<file path="config.mk">
export PLATFORM = sky130hd
export DESIGN_NAME = softmax_reciprocal
export DESIGN_NICKNAME = d
export VERILOG_FILES = /design/src/rtl/recip_pkg.sv /design/src/rtl/recip_div_step.sv /design/src/rtl/softmax_reciprocal.sv
export SDC_FILE = /design/constraint.sdc
export NUM_CORES = 1
export LEC_CHECK = 0
export BUFFER_PORTS_ARGS = -buffer_cell sky130_fd_sc_hd__buf_2
export CORE_UTILIZATION = 55
export DETAILED_ROUTE_END_ITERATION = 10
export GPL_TIMING_DRIVEN = 0
export HOLD_SLACK_MARGIN = 0.1
export PLACE_DENSITY_LB_ADDON = 0.2
export SYNTH_ARGS = -nofsm -noshare
export SYNTH_HDL_FRONTEND = slang
export SYNTH_HIERARCHICAL = 1
export SYNTH_SLANG_ARGS = --single-unit
</file>
<file path="constraint.sdc">
create_clock -name i_clk -period 16.5 [get_ports i_clk]
set_input_delay 2.475 -clock i_clk [delete_from_list [all_inputs] [get_ports i_clk]]
set_output_delay 2.475 -clock i_clk [all_outputs]
set_load 0.1 [all_outputs]
</file>
<file path="src/rtl/recip_pkg.sv">
// Shared widths, constants and FSM encoding for the softmax reciprocal unit.
package recip_pkg;

    localparam int unsigned DATA_W  = 18;
    localparam int unsigned RECIP_W = 36;
    localparam int unsigned REM_W   = 19;

    localparam logic [RECIP_W-1:0] DIVIDEND  = 36'h8_0000_0000;
    localparam logic [RECIP_W-1:0] RECIP_SAT = 36'hF_FFFF_FFFF;

    typedef enum logic [0:0] {IDLE, CALC} state_e;

endpackage

</file>
<file path="src/rtl/recip_div_step.sv">
// One combinational restoring-division step: shift in a dividend bit, subtract
// the divisor when it fits and report the resulting quotient bit.
module recip_div_step
    import recip_pkg::*;
(
    input  logic [REM_W-1:0]  rem_in,
    input  logic              dividend_bit,
    input  logic [DATA_W-1:0] divisor,
    output logic [REM_W-1:0]  rem_out,
    output logic              q_bit
);

    logic [REM_W:0] wide;

    always_comb begin
        wide    = {rem_in, dividend_bit};
        q_bit   = (wide >= {2'b00, divisor});
        rem_out = q_bit ? REM_W'(wide - {2'b00, divisor}) : wide[REM_W-1:0];
    end

endmodule

</file>
<file path="src/rtl/softmax_reciprocal.sv">
// Iterative restoring divider producing 2^35 / i_data (Q11.7 in, Q8.28 out).
// Define RECIP_ROUND_EN to round to nearest instead of truncating.
module softmax_reciprocal
    import recip_pkg::*;
#(
    parameter int unsigned BITS_PER_CYCLE = 4
) (
    input  logic               i_clk,
    input  logic               i_rst,
    input  logic               i_valid,
    input  logic [DATA_W-1:0]  i_data,
    output logic               o_busy,
    output logic               o_valid,
    output logic [RECIP_W-1:0] o_recip
);

    localparam int unsigned STEPS = RECIP_W / BITS_PER_CYCLE;
    localparam int unsigned CNT_W = $clog2(STEPS + 1);
    localparam logic [CNT_W-1:0] STEPS_C = CNT_W'(STEPS);
    localparam logic [CNT_W-1:0] LAST_C  = CNT_W'(1);

    state_e              state_q, state_d;
    logic [CNT_W-1:0]    cnt_q, cnt_d;
    logic [RECIP_W-1:0]  dividend_q, dividend_d;
    logic [DATA_W-1:0]   divisor_q, divisor_d;
    logic [REM_W-1:0]    rem_q, rem_d;
    logic [RECIP_W-1:0]  quot_q, quot_d;
    logic [RECIP_W-1:0]  recip_q, recip_d;
    logic                valid_q, valid_d;

    logic [RECIP_W-1:0]        dividend_load;
    logic [RECIP_W-1:0]        quot_next;
    logic [BITS_PER_CYCLE-1:0] q_bits;
    logic [REM_W-1:0]          rem_chain [BITS_PER_CYCLE+1];

`ifdef RECIP_ROUND_EN
    assign dividend_load = DIVIDEND + RECIP_W'(i_data >> 1);
`else
    assign dividend_load = DIVIDEND;
`endif

    // Dividend is consumed MSB-first; step k uses the k-th bit below the top.
    assign rem_chain[0] = rem_q;
    for (genvar k = 0; k < BITS_PER_CYCLE; k++) begin : g_step
        recip_div_step u_step (
            .rem_in       (rem_chain[k]),
            .dividend_bit (dividend_q[RECIP_W-1-k]),
            .divisor      (divisor_q),
            .rem_out      (rem_chain[k+1]),
            .q_bit        (q_bits[BITS_PER_CYCLE-1-k])
        );
    end

    assign quot_next = (quot_q << BITS_PER_CYCLE) | RECIP_W'(q_bits);

    always_comb begin
        state_d    = state_q;
        cnt_d      = cnt_q;
        dividend_d = dividend_q;
        divisor_d  = divisor_q;
        rem_d      = rem_q;
        quot_d     = quot_q;
        recip_d    = recip_q;
        valid_d    = 1'b0;
        case (state_q)
            IDLE: begin
                if (i_valid) begin
                    divisor_d  = i_data;
                    dividend_d = dividend_load;
                    rem_d      = '0;
                    quot_d     = '0;
                    cnt_d      = STEPS_C;
                    state_d    = CALC;
                end
            end
            CALC: begin
                dividend_d = dividend_q << BITS_PER_CYCLE;
                rem_d      = rem_chain[BITS_PER_CYCLE];
                quot_d     = quot_next;
                cnt_d      = cnt_q - LAST_C;
                if (cnt_q == LAST_C) begin
                    recip_d = (divisor_q == '0) ? RECIP_SAT : quot_next;
                    valid_d = 1'b1;
                    state_d = IDLE;
                end
            end
            default: state_d = IDLE;
        endcase
    end

    always_ff @(posedge i_clk) begin
        if (i_rst) begin
            state_q    <= IDLE;
            cnt_q      <= '0;
            dividend_q <= '0;
            divisor_q  <= '0;
            rem_q      <= '0;
            quot_q     <= '0;
            recip_q    <= '0;
            valid_q    <= 1'b0;
        end else begin
            state_q    <= state_d;
            cnt_q      <= cnt_d;
            dividend_q <= dividend_d;
            divisor_q  <= divisor_d;
            rem_q      <= rem_d;
            quot_q     <= quot_d;
            recip_q    <= recip_d;
            valid_q    <= valid_d;
        end
    end

    assign o_busy  = (state_q == CALC);
    assign o_valid = valid_q;
    assign o_recip = recip_q;

endmodule

</file>
Yosys cells after proc, flatten, opt, wreduce, memory -nomap -nowiden:

Index checks and enable logic that the tools add are counted.

* flip-flop bits (word level): 147
* bits of input ports: 21
* output and inout bits: 38
* word-level logic and storage cells: 42

* add/subtract/negate cells: 5
* $lt $le $gt $ge: 4
* eq/ne operators: 2
* muxes and demuxes: 17
* bitwise gates (word level): 2
* reductions and logical operators: 4

Operators by type and width (count)
* $mux W19: 5
* $ge A20 B18 Y1: 4
* $sub A19 B18 Y19: 4
* $mux W36: 2
* $pmux W36 S2: 1
* $pmux W32 S2: 1
* $pmux W19 S2: 1
* $or A36 B4 Y36: 1
* $mux W32: 1
* $logic_not A18 Y1: 1
* $pmux W4 S2: 1
* $eq A4 B1 Y1 const B: 1
* $mux W4: 1
* $reduce_and A2 Y1: 2
* $sub A4 B1 Y4 const B: 1
* $mux W1: 3
* $ne A2 B2 Y1 const B: 1
* $pmux W1 S2: 1
* $reduce_or A2 Y1: 1
* $not A1 Y1: 1

Logic depth before layout (Yosys ltp):

* depth after elaboration: 9
* gate-level depth with buffers: 40
* depth with buffers taken out: 37

Hierarchy:

The synthesis kept the hierarchy.

Modules (own cells, without submodules)
* softmax_reciprocal: instances 1, cells an instance 472, area each 4362.9 µm², sequential area each 2242.2 µm²
* recip_div_step at g_step[0].u_step ...: instances 3, cells an instance 195, area each 1431.4 µm², sequential area each 0.0 µm²
* recip_div_step at g_step[1].u_step: instances 1, cells an instance 191, area each 1221.2 µm², sequential area each 0.0 µm²

Worst setup path after synthesis:

No wires, ideal clock.

* path type: register to register
* start: register dividend_q[35]
* end: register rem_q[12]
* library setup time: 0.128 ns
* data arrival time: 7.635 ns
* data required time: 16.372 ns
* path slack: 8.737 ns
* cell stages (with the launch flop): 37
* buffers on the path: 4
* period minus slack after synthesis: 7.763 ns
* path through: dfxtp_1 > inv_1 > ha_1 > fa_1 > nand2b_1 > a21oi_1 > o21a_1 > a21oi_1 > o21a_4 > buf_12 > mux2_4 > ha_1 > a21oi_2 > nand2_1 > o21ai_1 > nand2_1 > a21oi_2 > buf_2 > o21ai_0 > ha_1 > a21oi_2 > o21ai_2 > a21o_1 > a2111oi_4 > o21a_4 > buf_6 > mux2_4 > ha_1 > a21oi_2 > o21ai_2 > a21o_1 > a2111oi_4 > o21a_4 > buf_6 > mux2_4 > a21oi_1 > nor2_1

RTL lines
* start: declaration: RTL line softmax_reciprocal.sv:24 `logic [RECIP_W-1:0] dividend_q, dividend_d;`
* start signal: assignment: RTL line softmax_reciprocal.sv:104 `dividend_q <= dividend_d;`
* end signal: assignment: RTL line softmax_reciprocal.sv:106 `rem_q <= rem_d;`
* end: declaration: RTL line softmax_reciprocal.sv:26 `logic [REM_W-1:0] rem_q, rem_d;`

==> results.toml <==
[clock_network]
htreeDepth = 3
cts_resized = 0
cts_tree = "built"
cts_root_buffer = "clkbuf_16"
cts_inserted_buffers = 9
path_clk_slew_ns = 0.08
cts_num_sinks = 112
clockBufferDepth = 2
post_cts_buffers = 0
hold_buffers = 0
insertion_delay_ns = 0.35

[floorplanning]
dieWidth_um = 136.0
coreArea_sq_mm = 0.01742
start_util_pct = 56.72
dieArea_sq_mm = 0.01850
rows = 48
ioPinCount = 59
die_h_um = 136.0

[route]
post_drt_wl_per_cell_um = 18.67
drt-total-wl_mm = 28.89
drtPass1Iterations = 5
dr_total_vias = 9428
drt_iter0_drc = 840
ant_nets = 0
viasPerCell = 6.094
drc_errors = 0

[grt]
grt.overflow.total = 0
grt_usage_pct = 31.41
grt_first_pass_wirelength_mm = 45.12
grt_pass1_vias = 8659
antenna_found_initial = 0
grt_max_degree = 19

[worst_setup_path]
crit_path_frequent_cell = "a21oi_1"
cp_data_arrival_time_ns = 9.92
worst_setup_path_end_kind = "flip-flop"
rrSetupSlack_ns = 6.87
cp.required_ns = 16.79
reg2reg_depth = 39
cp_max_fo = 10
cp-start-kind = "flip-flop"
regToRegStartpoint = "divisor_q[13]"
crit_path_max_incr_delay_ns = 0.67
worst_r2r_endpoint = "rem_q[17]"
worstSetupPathType = "reg2reg"
cp_slowest_cell = "dfxtp_1"

[hold_path]
hp-start = "cnt_q[3]"
hold_class = "reg2reg"
whs_endpoint = "cnt_q[3]"
worstHoldPathCells = 1

[timing]
max_slew_margin_pct = 47.40
hold_viol = 0
max_freq_ghz = 0.1039
final_max_slew_viol_count = 0
setup_violations = 0
rsz0062_at_grt = "false"
fin_crit_sh_pct = 58.35
final.setup_skew_ns = 0.01096
fin_crit_ns = 9.627
fin_setup_tns_ns = 0
worst_pin_slew_ns = 0.7823
setup_ws_ns = 6.873

[finish]
area_growth_pct = 8.816
drive_above_1_share_pct = 13.09
nets = 1418
final_area_sq_mm = 0.01075
fill_cells = 1610
antenna_cells = 0

[logic_synthesis]
netlist_top_cells_area = "dfxtp_1 (23%), ha_1 (9.4%), a21oi_1 (7.7%)"
synth-seq-area-share_pct = 22.70
synth_cell_types = 71
async_flop_share_pct = 0
synth.largest_area_cell = "dfxtp_1"
ys_ff_latch = 112
yosysMostFrequentCell = "a21oi_1"
synth.cells.most_frequent = "a21oi_1 (152), dfxtp_1 (112), nand2_1 (109), inv_1 (100), nor2_1 (92)"
synth_ff_type = "dfxtp_1"
synth_area_per_cell_sq_um = 7.915
netlist_area_sq_mm = 0.009878
netlist.area_leader.share_pct = 22.70
yosys_warnings = 6
synth-edff-count = 0
synth_cells = 1248

[place]
hpwl_mm = 22.56
placed_area_sq_mm = 0.01046
port_buffers = 57
gp_congestion = 0.9515
dpl_worst_slack_ns = 7.021

[status]
status = "completed"

[run]
cap_viol_max_count = 0
==> metrics by stage <==
stage | hold WS [ns] | cells | utilization [%]
2_1_floorplan | 0.4407 | 1251 | -
6_report | 0.4925 | 1547 | 61.72
4_1_cts | 0.4856 | 1547 | 61.72
3_5_place_dp | 0.4751 | 1533 | 60.04
5_1_grt | 0.5132 | 1547 | 61.72
3_3_place_gp | 0.4606 | 1533 | 60.04
==> critical path, delay by kind of cell, from the launching register on <==
family | cells | cell delay [ns]
mux | 2 | 0.60
flops | 1 | 0.67
fa+ha+maj | 4 | 1.79
buf+inv | 8 | 1.17
compound gates | 19 | 4.49
simple gates | 6 | 0.84
==> kinds of logic (layout without fill, tap and decap cells) <==
| group | count (synthesis) | in the layout | share of synthesized area (%) |
|---|---|---|---|
| adders and majority gates | 78 | 78 | 10.18 |
| muxes | 81 | 81 | 10.18 |
| xor gates and xnor gates | 51 | 51 | 4.522 |
| and+or+nand+nor | 384 | 384 | 20.01 |
| DFF | 112 | 112 | 22.70 |
| other | 1 | 4 | 0.03796 |
| AOI/OAI and AO/OA | 368 | 368 | 24.19 |
| buffers and inverters | 173 | 244 | 8.170 |
==> registers in the layout (all words and copies together) (netlist names) <==
| signal | count |
|---|---|
| o_recip | 36 |
| dividend_q | 1 |
| o_valid | 1 |
| divisor_q | 18 |
| rem_q | 19 |
| cnt_q | 4 |
| quot_q | 32 |
| o_busy | 1 |
==> per-layer routing <==
layer  track usage [%]  routed length, um  up-vias
met4             15.99               1352        0
met1             41.65              13090     4464
met5                 0                  0        -
li1                  -                  -     4593
met3             3.803               1537       66
met2             49.92              12910      305
==> worst max-delay path by stage <==
stage | endpoint | cells after the start | startpoint
after detailed placement | rem_q[17] | 39 | divisor_q[13]
after CTS | rem_q[17] | 39 | divisor_q[13]
after global placement | rem_q[17] | 39 | divisor_q[13]
after floorplan | rem_q[12] | 36 | dividend_q[35]
after global routing | rem_q[17] | 39 | divisor_q[15]
final | rem_q[17] | 39 | divisor_q[13]
==> layout by cell type, fill, tap and decap left out, types with 17 or more instances in the layout <==
cell type    n
nand3_1     26
ha_1        74
o31ai_1     20
buf_2       70
o211ai_1    17
o21ai_0     46
nand2b_1    21
xor2_1      19
xnor2_1     32
mux2i_1     42
dfxtp_1    112
a21oi_1    152
nor2_1      92
clkbuf_1    32
mux2_4      39
nor3b_1     51
inv_1      100
o22ai_1     36
nand2_1    109
==> layout make-up <==
type                       instances  area, sq um  area share, %
tap                              225        281.5          2.619
clock inverter                     5        67.56         0.6286
timing repair buffer              57        285.3          2.654
buffer                            72        427.9          3.981
multi-input combinational        966         6840          63.64
clock buffer                       9        225.2          2.095
inverter                         101        379.1          3.527
sequential                       112         2242          20.86
Power is left out: the tool's default activity adds up to more than one toggle a clock period on the data nets, which glitch-free logic cannot reach.
